--- src/rtl/us_beam_pkg.sv ---
`default_nettype none
// ============================================================================
// Package    : us_beam_pkg
// Description: Shared types and helpers for the beamformer delay arbitration.
//              Provides the arbiter state encoding, operand/delay width
//              defaults and the rotating-pointer priority picker.
// Revision   : 1.0  initial release
// ============================================================================
package us_beam_pkg;

    localparam int COORD_W_DEF = 16;
    localparam int DELAY_W_DEF = 8;

    // rr_pick works on a fixed-size vector so it can serve any NUM_REQ <= RR_MAX
    localparam int RR_MAX   = 32;
    localparam int RR_IDX_W = 5;
    localparam int RR_CNT_W = 6;

    typedef enum logic [1:0] {
        S_IDLE  = 2'd0,
        S_ISSUE = 2'd1,
        S_WAIT  = 2'd2,
        S_RESP  = 2'd3
    } arb_state_t;

    // First set bit of req[n-1:0], scanning ptr, ptr+1, ... modulo n.
    function automatic logic [RR_IDX_W-1:0] rr_pick(
        input logic [RR_MAX-1:0]   req,
        input logic [RR_CNT_W-1:0] n,
        input logic [RR_CNT_W-1:0] ptr
    );
        logic [RR_IDX_W-1:0] pick;
        logic [RR_CNT_W-1:0] idx;
        logic [RR_CNT_W-1:0] k6;
        logic                found;
        pick  = '0;
        found = 1'b0;
        for (int k = 0; k < RR_MAX; k++) begin
            k6  = RR_CNT_W'(k);
            idx = ptr + k6;
            if (idx >= n) begin
                idx = idx - n;
            end
            if ((k6 < n) && !found && req[idx[RR_IDX_W-1:0]]) begin
                pick  = idx[RR_IDX_W-1:0];
                found = 1'b1;
            end
        end
        return pick;
    endfunction

endpackage
`default_nettype wire

--- src/rtl/rr_arbiter.sv ---
`default_nettype none
// ============================================================================
// Module     : rr_arbiter
// Description: Combinational round-robin picker. Returns the first requesting
//              index at or after rr_ptr_i (wrapping), plus an any-request flag.
//              Supports up to 32 requesters.
// Revision   : 1.0  initial release
// ============================================================================
module rr_arbiter
    import us_beam_pkg::*;
#(
    parameter  int NUM_REQ = 4,
    localparam int IDX_W   = (NUM_REQ > 1) ? $clog2(NUM_REQ) : 1
) (
    input  logic [NUM_REQ-1:0] req_i,
    input  logic [IDX_W-1:0]   rr_ptr_i,
    output logic [IDX_W-1:0]   grant_idx_o,
    output logic               any_req_o
);

    logic [RR_MAX-1:0]   req_w;
    logic [RR_IDX_W-1:0] pick_w;
    logic                unused_w;

    always_comb begin
        req_w              = '0;
        req_w[NUM_REQ-1:0] = req_i;
        pick_w             = rr_pick(req_w, RR_CNT_W'(NUM_REQ), RR_CNT_W'(rr_ptr_i));
    end

    assign grant_idx_o = pick_w[IDX_W-1:0];
    assign any_req_o   = |req_i;
    assign unused_w    = ^pick_w;

endmodule
`default_nettype wire

--- src/rtl/delay_calc_arb.sv ---
`default_nettype none
// ============================================================================
// Module     : delay_calc_arb
// Description: Round-robin sharing of one delay_calc unit between NUM_REQ
//              requesters: latch operands, pulse start, wait for done, return
//              the delay with a one-cycle one-hot ack. Optional WAIT timeout
//              enabled with `define DELAY_ARB_TIMEOUT_EN.
// Revision   : 1.0  initial release
// ============================================================================
module delay_calc_arb
    import us_beam_pkg::*;
#(
    parameter int NUM_REQ        = 4,
    parameter int COORD_W        = COORD_W_DEF,
    parameter int DELAY_W        = DELAY_W_DEF,
    parameter int TIMEOUT_CYCLES = 1023
) (
    input  logic                       clk,
    input  logic                       reset,
    input  logic [NUM_REQ-1:0]         req,
    input  logic [NUM_REQ*COORD_W-1:0] x_i_flat,
    input  logic [NUM_REQ*COORD_W-1:0] z_i_flat,
    input  logic [NUM_REQ*COORD_W-1:0] x_f_flat,
    input  logic [NUM_REQ*COORD_W-1:0] z_f_flat,
    output logic [NUM_REQ-1:0]         ack,
    output logic [DELAY_W-1:0]         delay_out,
    output logic                       busy,
    output logic                       calc_start,
    output logic [COORD_W-1:0]         calc_x_i,
    output logic [COORD_W-1:0]         calc_z_i,
    output logic [COORD_W-1:0]         calc_x_f,
    output logic [COORD_W-1:0]         calc_z_f,
    input  logic                       calc_done,
    input  logic [DELAY_W-1:0]         calc_delay,
    output logic                       err
);

    localparam int IDX_W = (NUM_REQ > 1) ? $clog2(NUM_REQ) : 1;

    arb_state_t           state_q, state_d;
    logic [IDX_W-1:0]     rr_ptr_q, rr_ptr_d;
    logic [IDX_W-1:0]     grant_q, grant_d;
    logic [NUM_REQ-1:0]   ack_q, ack_d;
    logic [DELAY_W-1:0]   dout_q, dout_d;
    logic                 busy_q, busy_d;
    logic                 start_q, start_d;
    logic                 err_q, err_d;
    logic [COORD_W-1:0]   cxi_q, cxi_d, czi_q, czi_d, cxf_q, cxf_d, czf_q, czf_d;

    logic [IDX_W-1:0]     pick_w;
    logic                 any_req_w;
    logic                 tmo_hit_w;

    logic [COORD_W-1:0]   xi_w [NUM_REQ];
    logic [COORD_W-1:0]   zi_w [NUM_REQ];
    logic [COORD_W-1:0]   xf_w [NUM_REQ];
    logic [COORD_W-1:0]   zf_w [NUM_REQ];

    for (genvar r = 0; r < NUM_REQ; r++) begin : g_unpack
        assign xi_w[r] = x_i_flat[(r+1)*COORD_W-1 -: COORD_W];
        assign zi_w[r] = z_i_flat[(r+1)*COORD_W-1 -: COORD_W];
        assign xf_w[r] = x_f_flat[(r+1)*COORD_W-1 -: COORD_W];
        assign zf_w[r] = z_f_flat[(r+1)*COORD_W-1 -: COORD_W];
    end

    rr_arbiter #(
        .NUM_REQ     (NUM_REQ)
    ) u_rr_arbiter (
        .req_i       (req),
        .rr_ptr_i    (rr_ptr_q),
        .grant_idx_o (pick_w),
        .any_req_o   (any_req_w)
    );

`ifdef DELAY_ARB_TIMEOUT_EN
    localparam int TMO_W = (TIMEOUT_CYCLES > 1) ? $clog2(TIMEOUT_CYCLES + 1) : 1;

    logic [TMO_W-1:0] tmo_cnt_q, tmo_cnt_d;

    // Cleared while in ISSUE so the first WAIT cycle sees zero.
    always_comb begin
        tmo_cnt_d = tmo_cnt_q;
        if (state_q == S_ISSUE) begin
            tmo_cnt_d = '0;
        end else if (state_q == S_WAIT) begin
            tmo_cnt_d = tmo_cnt_q + 1'b1;
        end
    end

    always_ff @(posedge clk) begin
        if (reset) begin
            tmo_cnt_q <= '0;
        end else begin
            tmo_cnt_q <= tmo_cnt_d;
        end
    end

    assign tmo_hit_w = (state_q == S_WAIT) && (tmo_cnt_q == TMO_W'(TIMEOUT_CYCLES - 1));
`else
    logic [31:0] unused_tmo_w;
    assign unused_tmo_w = TIMEOUT_CYCLES;
    assign tmo_hit_w    = 1'b0;
`endif

    always_comb begin
        state_d  = state_q;
        rr_ptr_d = rr_ptr_q;
        grant_d  = grant_q;
        ack_d    = '0;
        dout_d   = dout_q;
        start_d  = 1'b0;
        err_d    = 1'b0;
        cxi_d    = cxi_q;
        czi_d    = czi_q;
        cxf_d    = cxf_q;
        czf_d    = czf_q;

        case (state_q)
            S_IDLE: begin
                if (any_req_w) begin
                    grant_d = pick_w;
                    cxi_d   = xi_w[pick_w];
                    czi_d   = zi_w[pick_w];
                    cxf_d   = xf_w[pick_w];
                    czf_d   = zf_w[pick_w];
                    start_d = 1'b1;
                    state_d = S_ISSUE;
                end
            end
            S_ISSUE: begin
                state_d = S_WAIT;
            end
            S_WAIT: begin
                // A real result arriving on the timeout cycle takes precedence.
                if (calc_done) begin
                    dout_d         = calc_delay;
                    ack_d[grant_q] = 1'b1;
                    state_d        = S_RESP;
                end else if (tmo_hit_w) begin
                    dout_d         = '1;
                    ack_d[grant_q] = 1'b1;
                    err_d          = 1'b1;
                    state_d        = S_RESP;
                end
            end
            S_RESP: begin
                rr_ptr_d = (grant_q == IDX_W'(NUM_REQ - 1)) ? '0 : grant_q + 1'b1;
                state_d  = S_IDLE;
            end
            default: begin
                state_d = S_IDLE;
            end
        endcase

        busy_d = (state_d != S_IDLE);
    end

    always_ff @(posedge clk) begin
        if (reset) begin
            state_q  <= S_IDLE;
            rr_ptr_q <= '0;
            grant_q  <= '0;
            ack_q    <= '0;
            dout_q   <= '0;
            busy_q   <= 1'b0;
            start_q  <= 1'b0;
            err_q    <= 1'b0;
            cxi_q    <= '0;
            czi_q    <= '0;
            cxf_q    <= '0;
            czf_q    <= '0;
        end else begin
            state_q  <= state_d;
            rr_ptr_q <= rr_ptr_d;
            grant_q  <= grant_d;
            ack_q    <= ack_d;
            dout_q   <= dout_d;
            busy_q   <= busy_d;
            start_q  <= start_d;
            err_q    <= err_d;
            cxi_q    <= cxi_d;
            czi_q    <= czi_d;
            cxf_q    <= cxf_d;
            czf_q    <= czf_d;
        end
    end

    assign ack        = ack_q;
    assign delay_out  = dout_q;
    assign busy       = busy_q;
    assign calc_start = start_q;
    assign calc_x_i   = cxi_q;
    assign calc_z_i   = czi_q;
    assign calc_x_f   = cxf_q;
    assign calc_z_f   = czf_q;
    assign err        = err_q;

endmodule
`default_nettype wire

--- config.mk ---
export PLATFORM = sky130hd
export DESIGN_NAME = delay_calc_arb
export DESIGN_NICKNAME = d
export VERILOG_FILES = /design/src/rtl/us_beam_pkg.sv /design/src/rtl/rr_arbiter.sv /design/src/rtl/delay_calc_arb.sv
export SDC_FILE = /design/constraint.sdc
export NUM_CORES = 1
export LEC_CHECK = 0
export ABC_AREA = 1
export BUFFER_PORTS_ARGS = -buffer_cell sky130_fd_sc_hd__buf_2
export CORE_AREA = 2 2 135 137
export DETAILED_ROUTE_END_ITERATION = 10
export DIE_AREA = 0 0 137 139
export SLEW_MARGIN = 20
export SYNTH_ARGS = -nofsm -noshare
export SYNTH_HDL_FRONTEND = slang
export SYNTH_HIERARCHICAL = 1
export SYNTH_SLANG_ARGS = --single-unit
--- constraint.sdc ---
create_clock -name clk -period 3.08 [get_ports clk]
set_input_delay 0 -clock clk [delete_from_list [all_inputs] [get_ports clk]]
set_output_delay 0 -clock clk [all_outputs]
set_load 0.005 [all_outputs]
### After elaboration in Yosys (flattened, before gate mapping)

Index checks and enable logic that the tools add are counted.

| operators by class | value |
|---|---|
| $add $sub $neg | 8 |
| magnitude comparators | 11 |
| equal/unequal tests | 4 |
| multiplexer cells | 38 |
| bitwise logic cells | 4 |
| reduce and logical (&&, ||, !) cells | 14 |

Operator list:

| cell | number |
|---|---|
| 16-bit binary-select mux with 2-bit select | 4 |
| 16-bit two-way mux | 8 |
| 5-bit by 6-bit less-than comparator with 1-bit output (second input constant) | 4 |
| 1-bit binary-select mux with 5-bit select | 4 |
| 5-bit two-way mux | 4 |
| 6-bit by 3-bit >= comparator with 1-bit output (second input constant) | 3 |
| 5-bit by 3-bit subtractor with 5-bit output (second input constant) | 3 |
| 2-bit two-way mux | 7 |
| 1-bit two-way mux | 9 |
| 2-bit one-hot mux with 4 select lines | 1 |
| 2-bit by 2-bit adder with 3-bit output (second input constant) | 2 |
| 2-bit == test (second input constant) | 3 |
| 1-bit logical AND | 4 |
| 2-bit AND reduction | 2 |
| 4-bit OR reduction | 1 |
| 2-bit by 3-bit subtractor with 4-bit output (second input constant) | 1 |
| 2-bit by 1-bit adder with 3-bit output (second input constant) | 1 |
| 2-bit by 3-bit >= comparator with 1-bit output (second input constant) | 1 |
| 3-bit >= comparator (second input constant) | 1 |
| 1-bit logical NOT | 3 |
| 2-bit by 3-bit less-than comparator with 1-bit output (second input constant) | 1 |
| 1-bit NOT | 3 |
| 2-bit NOT with 3-bit output | 1 |
| 3-bit OR reduction | 1 |
| other kinds (7) | 7 |

| word-level totals | value |
|---|---|
| register bits | 84 |
| bits of input ports | 271 |
| output and inout bits | 79 |
| logic and storage cells | 90 |

### Longest topological paths before layout

Gate-level depths: netlist of run 1.

| depth | value |
|---|---|
| depth in word-level cells | 18 |
| mapped depth | 17 |
| depth with buffers taken out | 15 |

### Cells and area by module

The synthesis of run 1 kept the hierarchy.

By module, submodules not included:

| module | times used | cells an instance | area an instance (µm²) | sequential area each (µm²) |
|---|---|---|---|---|
| delay_calc_arb | 1 | 797 | 4922.2 | 1681.6 |
| rr_arbiter | 1 | 53 | 291.5 | 0.0 |

### Least setup slack after synthesis of run 1

Ideal clock, no wire load.

| timing | value |
|---|---|
| path type | register to register |
| start point | register rr_ptr_q[0] |
| end point | register czi_q[11] (netlist: calc_z_i[11]) |
| data arrival time | 2.119 ns |
| required time | 2.963 ns |
| setup slack | 0.844 ns |
| cell stages (with the launch flop) | 18 |
| buffers on the path | 2 |
| period minus slack after synthesis | 2.236 ns |
| path through | dfxtp_1 > inv_2 > ha_1 > inv_2 > nand3_1 > nand2_1 > nor2_2 > nand3_1 > nand2_1 > inv_2 > nand3_2 > buf_4 > inv_2 > nor2_2 > buf_4 > nand3_1 > nand2_1 > nor2_1 |

| on the way | value |
|---|---|
| word-level cells in the longest chain between the ends | 18 |

Ends and longest elaborated chain:

| element | RTL line | source |
|---|---|---|
| start, declared | delay_calc_arb.sv:41 | `logic [IDX_W-1:0] rr_ptr_q, rr_ptr_d;` |
| start signal, assigned | delay_calc_arb.sv:174 | `rr_ptr_q <= rr_ptr_d;` |
| parallel branches: the longest is 13 deep, another holds 5-bit by 3-bit subtractor with 5-bit output | - |  |
| 2-bit two-way mux (*) | us_beam_pkg.sv:44 | `if ((k6 < n) && !found && req[idx[RR_IDX_W-1:0]]) begin` |
| net pick_w[1] | delay_calc_arb.sv:50 | `logic [IDX_W-1:0] pick_w;` |
| 2-bit NOT with 3-bit output (not written as such) (*) | delay_calc_arb.sv:123 | `czi_d = zi_w[pick_w];` |
| 16-bit binary-select mux with 2-bit select (*) | delay_calc_arb.sv:123 |  |
| 16-bit two-way mux (not written as such) (*) (2 in series) | delay_calc_arb.sv:123 |  |
| end signal, assigned | delay_calc_arb.sv:182 | `czi_q <= czi_d;` |
| end, declared | delay_calc_arb.sv:48 | `logic [COORD_W-1:0] cxi_q, cxi_d, czi_q, czi_d, cxf_q, cxf_d, czf_q, czf_d;` |

Mark *: on every way through the listed nets, which the timed path passes. The select of a mux whose other input is x is not followed.
A chain may end at the register's enable or synchronous reset.

### Worst setup path in the final report of run 1

| timing | value |
|---|---|
| start point | register rr_ptr_q[1] |
| end point | register czi_q[9] (netlist: calc_z_i[9]) |

Same word-level chain as after synthesis.

==> results of run 1 <==
[stage by stage]
stage	hold slack (ps)	total power, W	util [%]	instances	area [µm²]
finish	13.7	0.00669	43.8	1433	7730
global route	19.3	0.00734	43.8	1433	7730
CTS	0.564	0.00679	43.8	1432	7730
detailed placement	243	0.00552	39.8	1379	7030
global placement	239	0.00550	39.8	1379	7030
floorplan	72.3	0.00436	-	850	5210
[report_power, final]
part	leakage (nW)	switching (W)	internal [W]
combinational	3.29	0.00239	0.00138
clock	0.162	0.000457	0.000733
sequential	0.696	0.000205	0.00153
total	4.15	0.00305	0.00364
[worst max-delay path by stage]
stage	slack, ps	end	depth (start not counted)
floorplan	840	calc_z_i[11]$_SDFFE_PP0P_	17
global placement	520	calc_z_i[5]$_SDFFE_PP0P_	15
detailed placement	450	calc_z_i[6]$_SDFFE_PP0P_	15
CTS	440	calc_z_i[6]$_SDFFE_PP0P_	15
global route	160	calc_z_i[4]$_SDFFE_PP0P_	15
finish	450	calc_z_i[9]$_SDFFE_PP0P_	15
[layer usage]
layer / GRT usage (%) / part of all wire, % / up-vias / wire [µm]
li1: - / - / 3458 / -
met1: 23.4 / 43 / 2903 / 8490
met2: 34.0 / 47 / 251 / 9340
met3: 5.59 / 8.3 / 24 / 1650
met4: 5.43 / 1.7 / 2 / 329
met5: 0 / 0.056 / - / 11
[area by class of cell]
| type | instances | area [µm²] | area share [%] |
|---|---|---|---|
| antenna | 1 | 2.50 | 0.0324 |
| clock buffer | 10 | 239 | 3.09 |
| clock inverter | 6 | 87.6 | 1.13 |
| inverter | 27 | 105 | 1.36 |
| multi-input combinational | 677 | 3090 | 39.9 |
| sequential | 84 | 1680 | 21.8 |
| tap | 229 | 287 | 3.71 |
| timing repair buffer | 399 | 2240 | 29.0 |
[cells in the final DEF (no fill, tap or decap), types with 3 or more instances in the layout]
cell type | Yosys | routed
a21oi_1 | 43 | 43
a21oi_2 | 10 | 10
buf_2 | 29 | 348
buf_4 | 22 | 12
clkbuf_16 | 0 | 9
clkinv_2 | 0 | 3
dfxtp_1 | 84 | 84
dlygate4sd3_1 | 0 | 37
ha_1 | 12 | 12
inv_1 | 17 | 17
inv_2 | 9 | 7
nand2_1 | 340 | 340
nand3_1 | 142 | 142
nor2_1 | 40 | 40
nor2_2 | 4 | 4
o21ai_0 | 76 | 76
[registers in the layout (all words and copies together) (netlist names)]
signal and count:
ack 4, busy 1, calc_start 1, calc_x_f 16, calc_x_i 16, calc_z_f 16, calc_z_i 16, delay_out 8
grant_q 2, rr_ptr_q 2, state_q 2
[critical path, cell delays in order, from the launching register on]
cell	delay [ps]
dfxtp_1	420
inv_1	130
ha_1	350
inv_2	70
nand3_1	80
nand2_1	60
nor2_2	170
nor2_4	60
nand3_1	110
nand3_4	110
inv_4	300
buf_4	340
nand2_1	80
nand3_1	80
nand2_1	50
a21oi_1	110
[logic make-up (layout without fill, tap and decap cells)]
kind of cell	after synthesis	count (layout)	synth area share, %
buffers and inverters	89	442	8.69
adders and majority gates	12	12	2.88
AOI/OAI and AO/OA	130	130	13.2
and+or+nand+nor	534	534	42.9
DFF	84	84	32.3
other	1	2	0.0719
[repair_timing]
item,in CTS,in global routing
resized for setup,0,0
endpoints found under the hold margin,26,0
hold buffers,37,0
buffers inserted,0,0
==> results by stage, run 1 <==
Floorplan:
- The cell row count is 49.
- The horizontal die dimension is 137 µm.
- The die area is between 15,000 and 20,000 µm².
- The core region is between 15,000 and 20,000 µm².
- For this design the top-level I/O count stands at between 300 and 400.
- The vertical die dimension is roughly 140 µm.
- The initial utilization of the core area, before any placement, comes to 29.5%.

Finish:
- The area growth from synthesis to layout is 48.3%.
- The net count reported at finish is 1,481.
- Fill cells in the final layout number 1,917.
- The layout cell share with drive strength beyond 1 is 33.8%.

Worst hold path:
- The startpoint of the lowest-slack hold path is z_i_flat[52].
- The hold-critical path endpoint is calc_z_i[4]$_SDFFE_PP0P_.
- The worst hold path passes through 5 cells.
- The path class of the tightest hold or removal check is input pin to register.

Global route:
- The pin count of the biggest net entering global routing is 130.
- The number of antenna violations at the first check in global routing is 2.
- Global routing finished with a remaining overflow of 0.
- The number of global-route vias before repair is 6,103.
- The global-route usage over all layers is 19.6%.
- The first global-routing pass estimated 29,800 µm of wire.

Timing:
- Timing would allow up to 381 MHz.
- The final critical-path required period is 2630 ps.
- The worst pin sits at a relative slew slack of 47.8%.
- The final count of hold timing violations is 0.
- At the pin with the least slew margin, the transition time is 782 ps.
- The count of final max-slew check failures is 0.
- The number of setup violations in the final report is 0.
- Setup slack closes at approximately 450 ps.
- The share of the cycle needed by the critical path after routing is 85.2%.
- The final sum of negative setup slack is 0 ps.
- The largest clock skew in the final design is 6.76 ps.
- Setup repair after global routing left no endpoint under its margin.

Power:
- The peak ir drop on the vdd network is 441 µV.
- For this design the ratio of total power to cell area is 866 nW/µm².
- The static power due to leakage is just over 4 nW.

Synthesis:
- Yosys mapped a number of flops with a built-in enable equal to 0.
- The number of instances in the synthesized netlist is 850.
- The share of the synthesized area in the top cell type is around 32%.
- The main flop type after synthesis is dfxtp_1.
- After synthesis, the most frequently instantiated cells are 340 x nand2_1, 142 x nand3_1, 84 x dfxtp_1.
- The most common cell in the synthesized netlist is nand2_1.
- The number of nets in the synthesized netlist is between 1,000 and 1,500.
- The flip-flop and latch count after synthesis is 84.
- The Yosys warning count is 6.
- The cell area after technology mapping is 5210 µm².
- The average instance area after synthesis is 6.13 µm².
- The fraction of synthesis flops using an asynchronous set or reset pin is 0%.
- By area the synthesized netlist is led by dfxtp_1 32%, nand2_1 24%, nand3_1 14%, o21ai_0 7.3%, a21oi_1 4.1%.
- Sequential cells were found to cover 32.3% of the synthesized design area.
- dfxtp_1 takes more of the synthesized area than any other cell.
- The number of library cell types mapped by synthesis is 24.

Clock tree:
- TritonCTS built the clock tree.
- The deepest level of the CTS H-tree is 3.
- At the later pin of the worst-skew pair, clock insertion delay measures approximately 340 ps.
- The total clock buffers created by CTS is 9.
- Clock tree synthesis found a total of 84 sinks.
- The clock passes through at most 2 buffers.
- The clock-pin slew reported for the worst setup and hold paths after clock tree synthesis is ~60 ps.
- The tree is rooted in a clkbuf_16.

Route:
- In the final routed layout, each cell accounts on average for 13.8 µm.
- The average vias per placed instance is between 4 and 5.
- The count of antenna-violating nets left after detailed routing is 0.
- The iteration count of the initial detailed-routing pass is 5.
- In the routed design, unresolved DRC markers number 0.
- For this block, the routed nets add up to 19,800 µm of wire.
- Across all layers, the routed design uses 6,638 vias.
- After the first detailed-routing iteration, the DRC count stood at 268.

Placed design:
- The detailed placer's ending HPWL is 14,500 µm.
- At the end of routability-driven placement, the weighted congestion stood at 0.825.
- The number of I/O port buffers is roughly 350.
- The pre-CTS setup slack is 452 ps.

Setup path:
- The startpoint type of the worst setup path is a register.
- Of all nets on the critical path, the largest fanout is 33.
- The worst register-to-register path begins at rr_ptr_q[1]$_SDFFE_PP0N_.
- The kind of capture point of the worst setup path is a register.
- The first element of the critical path is rr_ptr_q[1]$_SDFFE_PP0N_.
- The endpoint of the most critical register-to-register path is calc_z_i[9]$_SDFFE_PP0P_.
- The critical path required time is about 3400 ps.
- The setup slack of the most critical reg-to-reg path is 450 ps.
- By startpoint and endpoint, the worst setup path is classified as register to register.
- The arrival time at the worst endpoint is 2900 ps.
- The number of cells on the worst reg-to-reg path is 15.

Job:
- The max-cap violation count is 0.

Status:
- The run finished with clean final reports.
Power figures use the tool's default switching activity.
==> inputs of run 2 (changes only) <==
--- a/config.mk
+++ b/config.mk
@@ -10,6 +10,7 @@
 export CORE_AREA = 2 2 135 137
 export DETAILED_ROUTE_END_ITERATION = 10
 export DIE_AREA = 0 0 137 139
+export RECOVER_POWER = 100
 export SLEW_MARGIN = 20
 export SYNTH_ARGS = -nofsm -noshare
 export SYNTH_HDL_FRONTEND = slang
==> run 2 against run 1 <==
  * Cell area shrank 1.5%
  * Critical path depth is the same
  * Register-to-register slack lost 70 ps
  * Maximum frequency shrank 2.7%
  * Non-clock buffer count is the same
  * Count of clock-buffer cells in the layout is the same
  * Sequential cell count is the same
  * Total power shrank 1.8%
  * Critical path type unchanged
  * Largest cell class unchanged
==> results by stage, run 2 (same netlist as run 1, synthesis figures left out) <==
Status:
- Result of the run: finished, final reports clean (unchanged).

Setup path:
- Cell chain of the critical path: inv_1 > ha_1 > inv_1 > nand3_1 > nand2_1 > nor2_2 > nor2_4 > nand3_1 > nand3_4 > inv_4 > clkbuf_2 > nand2_1 > nand3_1 > nand2_1 > a21oi_1 (was inv_1 > ha_1 > inv_2 > nand3_1 > nand2_1 > nor2_2 > nor2_4 > nand3_1 > nand3_4 > inv_4 > buf_4 > nand2_1 > nand3_1 > nand2_1 > a21oi_1).
- The reg-to-reg critical path startpoint is rr_ptr_q[1]$_SDFFE_PP0N_ (unchanged).
- The kind of capture point of the worst setup path is a register (unchanged).
- The setup slack of the most critical reg-to-reg path is 380 ps (was 450 ps).
- The termination of the worst setup path was calc_z_f[11]$_SDFFE_PP0P_ (was calc_z_i[9]$_SDFFE_PP0P_).
- The biggest cell delay along the critical path came to 420 ps (about the same).
- The cell count along the critical path is 15 (unchanged).
- The cell family with the largest share of critical-path delay is buffers and inverters (unchanged).
- The startpoint type of the worst setup path is a register (unchanged).
- The arrival time at the worst endpoint came to 2960 ps (was 2900 ps).
- The top fanout value on the critical path is 33 (unchanged).
- The first element of the critical path is rr_ptr_q[1]$_SDFFE_PP0N_ (unchanged).
- The number of buffers and inverters on the critical path is 4 (unchanged).
- The critical path required time is 3340 ps (was 3350 ps).
- The worst-path cell with the longest stage delay is dfxtp_1 (unchanged).
- The number of cells on the worst reg-to-reg path is 15 (unchanged).
- The category of the most critical setup path is register to register (unchanged).
- The endpoint of the most critical register-to-register path is calc_z_f[11]$_SDFFE_PP0P_ (was calc_z_i[9]$_SDFFE_PP0P_).

Route:
- The count of antenna-violating nets left after detailed routing is 0 (unchanged).
- The total wirelength of the detailed-routed design is 19,800 µm (about the same).
- The final routed wire length divided by cell count was 13.8 µm (about the same).
- The total number of vias is 6,663 (was 6,638).
- The average vias per placed instance came to 4.65 (was 4.63).
- The initial detailed-routing violation count is 271 (was 268).
- The DRC violation count after routing came to 0 (unchanged).
- The iteration count of the initial detailed-routing pass is 5 (unchanged).

Finish:
- The net count reported at finish is 1,481 (unchanged).
- The post-route non-filler standard cell count is 1,433 (unchanged).
- The area growth from synthesis to layout is 46.1% (was 48.3%).
- The final cell utilization of the core is 43.1% (was 43.8%).
- The commonest non-fill, non-tap cell in the layout is nand2_1 (was buf_2).
- The sequential cell area is 1680 µm² (unchanged).
- Commonest cells after routing, fill and taps aside: 341 x nand2_1, 280 x buf_2, 142 x nand3_1 (was 348 x buf_2, 340 x nand2_1, 142 x nand3_1).
- The layout cell share with drive strength beyond 1 is 27.7% (was 33.8%).
- The area occupied by multi-input gates is 3070 µm² (was 3090 µm²).
- The total of fill cells in the finished design was 1,957 (was 1,917).

Power:
- The peak ir drop on the vdd network came to 440 µV (was 441 µV).
- The total internal power was 0.00352 W (was 0.00364 W).
- The static power due to leakage was 3.89 nW (was 4.15 nW).
- The clock network fraction of total power is 18.2% (was 17.8%).
- The switching component of the power came to 0.00305 W (about the same).
- The proportion of power drawn by combinational gates came to 55.2% (was 56.3%).
- The sequential share of power is 26.6% (was 26.0%).
- The total power came to 0.00657 W (was 0.00669 W).
- The switching fraction of total power is 46.4% (was 45.6%).
- The power density over the cells came to 862 nW/µm² (was 866 nW/µm²).

Timing:
- The largest clock skew in the final design was 5.83 ps (was 6.76 ps).
- The maximum achievable frequency is 371 MHz (was 381 MHz).
- The final count of hold timing violations is 0 (unchanged).
- The measured slew at the worst slew-check pin is 1420 ps (was 782 ps).
- The worst slew margin relative to its limit is 5.36% (was 47.8%).
- The worst path setup slack after routing is 382 ps (was 455 ps).
- The final sum of negative setup slack is 0 ps (unchanged).
- The final critical-path required period is 2700 ps (was 2630 ps).
- The count of final max-slew check failures was 0 (unchanged).
- Unrepaired setup endpoints after global routing: false (unchanged).
- The share of the cycle needed by the critical path after routing came to 87.6% (was 85.2%).
- The number of setup violations in the final report is 0 (unchanged).

Floorplan:
- The die area is 19,000 µm² (unchanged).
- The initial cell density of the core is 29.5% (unchanged).
- The vertical die dimension is 139 µm (unchanged).
- The number of placed I/O pins is 350 (unchanged).
- The area of the core came to 17,700 µm² (unchanged).
- The horizontal die dimension is 137 µm (unchanged).
- The cell row count is 49 (unchanged).

Clock tree:
- The total clock buffers created by CTS is 9 (unchanged).
- The deepest level of the CTS H-tree was 3 (unchanged).
- The total clock sinks is 84 (unchanged).
- The source-to-sink clock delay at the later pin of the worst-skew pair came to 340 ps (about the same).
- The clock-pin slew reported for the worst setup and hold paths after clock tree synthesis is 70 ps (was 60 ps).
- The maximum number of buffers from clock root to sink was 2 (unchanged).
- The CTS tree is yes (unchanged).
- The post-cts sizing count is 0 (unchanged).
- The clock tree root buffer cell is clkbuf_16 (unchanged).
- The number of buffers inserted by post-CTS setup repair was 0 (unchanged).

Global route:
- The global routing's busiest layer is met2 (unchanged).
- The number of antenna violations at the first check in global routing was 2 (unchanged).
- The global routing usage on met3 was 5.59% (unchanged).
- The global routing usage on met1 was 23.4% (unchanged).
- The pin count of the biggest net entering global routing is 130 (unchanged).
- The number of global-route vias before repair is 6,103 (unchanged).
- The global routing met2 resource utilization came to 34.0% (unchanged).
- The global-route usage over all layers is 19.6% (unchanged).
- The first-pass GRT wire length is 29,800 µm (unchanged).
- The remaining global-route overflow is 0 (unchanged).

Placed design:
- The global placement routability congestion is 0.825 (unchanged).
- The post-placement cell count is 1,379 (unchanged).
- The detailed placer's ending HPWL is 14,500 µm (unchanged).
- The pre-CTS setup slack is 452 ps (unchanged).
- The number of I/O port buffers is 348 (unchanged).

Worst hold path:
- The type of the tightest min-delay check is input pin to register (unchanged).

Job:
- The max-cap violation count is 0 (unchanged).
## run 2: how the worst min path moves through the flow
stage / slack, ps / endpoint / depth (start not counted) / start
global route: 20 / calc_z_i[11]$_SDFFE_PP0P_ / 5 / z_i_flat[43]
finish: 10 / calc_z_i[4]$_SDFFE_PP0P_ / 5 / z_i_flat[4]
CTS: 0.6 / calc_x_i[0]$_SDFFE_PP0P_ / 5 / x_i_flat[48]
global placement: 240 / state_q[1]$_SDFF_PP0_ / 2 / reset
floorplan: 70 / state_q[1]$_SDFF_PP0_ / 1 / reset
detailed placement: 240 / state_q[1]$_SDFF_PP0_ / 2 / reset
## run 2: metrics by stage
stage	instance area (µm²)	hold slack, ps
2_1_floorplan	5210	72.3
3_3_place_gp	7030	239
3_5_place_dp	7030	243
4_1_cts	7730	0.564
5_1_grt	7620	19.3
6_report	7620	11.6
## run 2: area by class of cell
class,count,area share [%]
multi-input combinational,677,40.3
timing repair buffer,399,28.1
sequential,84,22.1
tap,229,3.76
clock buffer,10,3.14
inverter,27,1.38
clock inverter,6,1.15
antenna,1,0.0328
## run 2: layer usage
| layer | up-vias | routed length, µm |
|---|---|---|
| met5 | - | 11 |
| met4 | 2 | 347 |
| met3 | 24 | 1610 |
| met2 | 261 | 9310 |
| met1 | 2918 | 8560 |
| li1 | 3458 | - |
## run 2: worst min-delay path: cells and delay by family
family / cells / cell delay [ps]
simple gates: 4 / 240
buf+inv: 1 / 70
## run 2: timing repair
action,4_1_cts,5_1_grt
hold buffers,37,0
endpoints found under the setup margin,0,0
hold endpoints to repair,26,0
## run 2: power by group through the flow
stage | Sequential [W] | Combinational (W) | Clock [W]
after floorplan | 0.00179 | 0.00256 | 0
after global routing | 0.00181 | 0.00413 | 0.00127
after detailed placement | 0.00175 | 0.00377 | 0
after CTS | 0.00174 | 0.00382 | 0.00123
final | 0.00175 | 0.00363 | 0.00119
after global placement | 0.00174 | 0.00376 | 0
==> inputs of run 3 (changes only) <==
--- a/config.mk
+++ b/config.mk
@@ -5,11 +5,10 @@
 export SDC_FILE = /design/constraint.sdc
 export NUM_CORES = 1
 export LEC_CHECK = 0
-export ABC_AREA = 1
 export BUFFER_PORTS_ARGS = -buffer_cell sky130_fd_sc_hd__buf_2
-export CORE_AREA = 2 2 135 137
+export CORE_AREA = 2 2 137 139
 export DETAILED_ROUTE_END_ITERATION = 10
-export DIE_AREA = 0 0 137 139
+export DIE_AREA = 0 0 139 141
 export RECOVER_POWER = 100
 export SLEW_MARGIN = 20
 export SYNTH_ARGS = -nofsm -noshare
==> run 3 against run 2 <==
  * Combinational power down 30%
  * Sequential share of layout area down 2.6 points
  * Setup slack worse by 270 ps
  * Maximum frequency down 9.2%
  * Global-route usage down 0.95 points
  * Utilization up 4.1 points
  * Synthesized area down 7.4%
==> results by stage, run 3 <==
Route:
- The total number of vias came to 5,806 (was 6,663).
- The count of antenna-violating nets left after detailed routing was 0 (unchanged).
- The total wirelength of the detailed-routed design is 19,400 µm (was 19,800 µm).
- The final routed wire length divided by cell count is 15.9 µm (was 13.8 µm).
- The iteration count of the initial detailed-routing pass is 4 (was 5).
- The initial detailed-routing violation count is 219 (was 271).
- The DRC violation count after routing is 0 (unchanged).
- The average vias per placed instance is 4.76 (was 4.65).

Timing:
- The largest clock skew in the final design was 8.68 ps (was 5.83 ps).
- The final count of hold timing violations was 0 (unchanged).
- The worst hold margin is 10.8 ps (was 11.6 ps).
- The share of the cycle needed by the critical path after routing is 96.5% (was 87.6%).
- The count of final max-slew check failures is 0 (unchanged).
- The final critical-path required period is 2970 ps (was 2700 ps).
- The maximum achievable frequency is 336 MHz (was 371 MHz).
- Unrepaired setup endpoints after global routing: true (was false).
- The number of setup violations in the final report is 0 (unchanged).

Placed design:
- The number of I/O port buffers is 348 (unchanged).
- The post-place instance area is 6730 µm² (was 7030 µm²).
- The detailed placer's ending HPWL is 12,400 µm (was 14,500 µm).
- The global placement routability congestion came to 0.783 (was 0.825).

Global route:
- The number of global-route vias before repair came to 6,060 (was 6,103).
- The global-route usage over all layers was 18.7% (was 19.6%).
- The first-pass GRT wire length is 29,700 µm (was 29,800 µm).
- The global routing usage on met1 was 18.9% (was 23.4%).
- The global routing usage on met3 was 5.91% (was 5.59%).
- The remaining global-route overflow is 0 (unchanged).
- The pin count of the biggest net entering global routing is 56 (was 130).
- The global routing's busiest layer is met2 (unchanged).
- The number of antenna violations at the first check in global routing came to 1 (was 2).
- The global routing met2 resource utilization is 34.3% (was 34.0%).

Clock tree:
- The clock tree root buffer cell is clkbuf_16 (unchanged).
- The clock-pin slew reported for the worst setup and hold paths after clock tree synthesis is 70 ps (about the same).
- The deepest level of the CTS H-tree was 3 (unchanged).
- The CTS tree is yes (unchanged).
- The total clock buffers created by CTS is 9 (unchanged).
- The source-to-sink clock delay at the later pin of the worst-skew pair was 340 ps (about the same).
- The maximum number of buffers from clock root to sink is 2 (unchanged).
- The total clock sinks is 84 (unchanged).

Synthesis:
- Most numerous cell types in the synthesized netlist: 84 x dfxtp_1, 71 x mux2i_1, 66 x mux2_2 (was 340 x nand2_1, 142 x nand3_1, 84 x dfxtp_1).
- The Yosys warning count is 6 (unchanged).
- The number of instances in the synthesized netlist came to 480 (was 850).
- The number of library cell types mapped by synthesis was 36 (was 24).
- The number of flops mapped to enable cells by yosys is 0 (unchanged).
- The share of synthesized area occupied by flip-flops and latches is 34.8% (was 32.3%).
- The share of the synthesized area in the top cell type is 34.8% (was 32.3%).
- Cell types with the largest area share after synthesis: dfxtp_1 35%, mux2_2 15%, mux2i_1 15%, a22oi_1 10%, o21ai_1 6.2% (was dfxtp_1 32%, nand2_1 24%, nand3_1 14%, o21ai_0 7.3%, a21oi_1 4.1%).
- The dominant cell type by area after synthesis is dfxtp_1 (unchanged).
- The main flop type after synthesis is dfxtp_1 (unchanged).
- The most frequent cell after synthesis is dfxtp_1 (was nand2_1).
- The flip-flop and latch count after synthesis is 84 (unchanged).
- The total nets after synthesis is 763 (was 1,133).
- The cell area after technology mapping came to 4830 µm² (was 5210 µm²).
- The fraction of synthesis flops using an asynchronous set or reset pin is 0% (unchanged).
- The average instance area after synthesis was 10.1 µm² (was 6.13 µm²).

Status:
- Result of the run: finished, final reports clean (unchanged).

Finish:
- The layout cell share with drive strength beyond 1 came to 39.3% (was 27.7%).
- The area growth from synthesis to layout is 79.0% (was 46.1%).
- Commonest cells after routing, fill and taps aside: 282 x buf_2, 166 x dlygate4sd3_1, 84 x dfxtp_1 (was 341 x nand2_1, 280 x buf_2, 142 x nand3_1).
- The total of fill cells in the finished design is 1,721 (was 1,957).
- The finished layout cell area is 8640 µm² (was 7620 µm²).
- The net count reported at finish was 1,264 (was 1,481).
- The commonest non-fill, non-tap cell in the layout is buf_2 (was nand2_1).

Power:
- The peak ir drop on the vdd network is 268 µV (was 440 µV).
- The power density over the cells is 630 nW/µm² (was 862 nW/µm²).
- The static power due to leakage is 3.75 nW (was 3.89 nW).

Floorplan:
- The area of the core is 18,300 µm² (was 17,700 µm²).
- The initial cell density of the core is 26.4% (was 29.5%).
- The die area is 19,600 µm² (was 19,000 µm²).
- The number of placed I/O pins was 350 (unchanged).
- The vertical die dimension is 141 µm (was 139 µm).
- The cell row count is 50 (was 49).
- The horizontal die dimension is 139 µm (was 137 µm).

Setup path:
- The cell family with the largest share of critical-path delay is multiplexers (was buffers and inverters).
- The biggest cell delay along the critical path was 500 ps (was 420 ps).
- The arrival time at the worst endpoint is 3200 ps (was 2960 ps).
- The kind of capture point of the worst setup path is a register (unchanged).
- The startpoint type of the worst setup path is a register (unchanged).
- The number of cells on the worst reg-to-reg path came to 10 (was 15).
- The setup slack of the most critical reg-to-reg path is 110 ps (was 380 ps).
- The critical path required time is 3310 ps (was 3340 ps).
- The reg-to-reg critical path startpoint is rr_ptr_q[1]$_SDFFE_PP0N_ (unchanged).
- The category of the most critical setup path is register to register (unchanged).
- The endpoint of the most critical register-to-register path is calc_z_f[10]$_SDFFE_PP0P_ (was calc_z_f[11]$_SDFFE_PP0P_).
- By instance count, the cell type seen most on the critical path is mux2_2.
- The worst-path cell with the longest stage delay was or4bb_1 (was dfxtp_1).
- The top fanout value on the critical path was 55 (was 33).
- The number of buffers and inverters on the critical path is 2 (was 4).
- Cell chain of the critical path: inv_1 > ha_4 > mux2_2 > nand4_1 > or4bb_1 > a22o_4 > buf_12 > mux2_2 > a22oi_1 > o21ai_1 (was inv_1 > ha_1 > inv_1 > nand3_1 > nand2_1 > nor2_2 > nor2_4 > nand3_1 > nand3_4 > inv_4 > clkbuf_2 > nand2_1 > nand3_1 > nand2_1 > a21oi_1).

Worst hold path:
- The startpoint of the lowest-slack hold path is z_f_flat[40] (was z_i_flat[4]).
- The number of stages on the worst hold path was 4 (was 5).
- The hold-critical path endpoint is calc_z_f[8]$_SDFFE_PP0P_ (was calc_z_i[4]$_SDFFE_PP0P_).
- The type of the tightest min-delay check is input pin to register (unchanged).

Job:
- The max-cap violation count came to 0 (unchanged).
[run 3: cell types whose count changed after synthesis, sizes merged, moves of 18 or more]
cell | before | now
nand3 | 145 | 10
inv | 26 | 8
mux2i | 0 | 71
nand2 | 342 | 13
a22oi | 0 | 64
nor2 | 45 | 7
a21oi | 53 | 12
buf | 52 | 32
mux2 | 0 | 66
[run 3: metal layers]
layer | part of all wire, % | routed length (µm) | vias to the layer above
met5 | 0 | 0 | -
met4 | 4.0 | 774 | 0
met3 | 7.3 | 1410 | 68
met2 | 51 | 9870 | 274
met1 | 38 | 7310 | 2659
li1 | - | - | 2805
[run 3: worst max path at each step]
stage,from,slack (ps),to,depth (start not counted)
floorplan,rr_ptr_q[1]$_SDFFE_PP0N_,40,calc_x_f[0]$_SDFFE_PP0P_,12
global placement,rr_ptr_q[1]$_SDFFE_PP0N_,130,calc_z_i[11]$_SDFFE_PP0P_,10
detailed placement,rr_ptr_q[1]$_SDFFE_PP0N_,110,calc_z_i[11]$_SDFFE_PP0P_,10
CTS,rr_ptr_q[1]$_SDFFE_PP0N_,70,calc_z_i[11]$_SDFFE_PP0P_,10
global route,rr_ptr_q[1]$_SDFFE_PP0N_,-20,calc_z_f[1]$_SDFFE_PP0P_,10
finish,rr_ptr_q[1]$_SDFFE_PP0N_,110,calc_z_f[10]$_SDFFE_PP0P_,10
[run 3: tightest hold or removal path: cells and delay by family]
| family | cells | cell delay [ps] |
|---|---|---|
| mux | 1 | 130 |
| compound gates | 2 | 120 |
| buf+inv | 1 | 70 |
[run 3: final cells by class]
type / instances / area [µm²] / area share (%)
Timing Repair Buffer: 532 / 3490 / 40.4
Multi-Input combinational cell: 346 / 2840 / 32.9
Sequential cell: 84 / 1680 / 19.5
Tap cell: 234 / 293 / 3.39
Clock buffer: 11 / 253 / 2.93
Clock inverter: 3 / 46.3 / 0.536
Inverter: 8 / 30.0 / 0.348
Antenna cell: 1 / 2.50 / 0.0290
[run 3: through the flow]
step                utilization, %  power (W)  setup WS [ps]  std cells  TNS (ps)
finish                        47.3    0.00544            107       1219         0
global route                  47.3    0.00580          -22.4       1219     -73.7
CTS                           47.6    0.00553           73.0       1216         0
detailed placement            36.9    0.00421            108       1036         0
global placement              36.9    0.00419            131       1036         0
floorplan                        -    0.00330           44.2        480         0
[run 3: what timing repair did]
item / CTS / global route
gates resized for setup: 0 / 1
setup buffers: 0 / 2
endpoints found under the hold margin: 72 / 0
setup endpoints to repair: 0 / 56
hold buffers: 166 / 0
[run 3: logic make-up (layout without fill, tap and decap cells)]
group / count (synthesis) / after routing / synth area share (%)
adders and majority gates: 12 / 12 / 3.11
other: 1 / 2 / 0.0777
DFF: 84 / 84 / 34.8
muxes: 138 / 138 / 30.6
buffers and inverters: 50 / 554 / 6.87
and+or+nand+nor: 48 / 48 / 5.42
AOI/OAI and AO/OA: 147 / 147 / 19.1
[run 3: power breakdown]
group / internal, W / leakage, nW / switching [W] / total, W
clock network: 0.000667 / 0.144 / 0.000457 / 0.00112
logic: 0.00128 / 2.92 / 0.00127 / 0.00255
registers: 0.00153 / 0.692 / 0.000241 / 0.00177
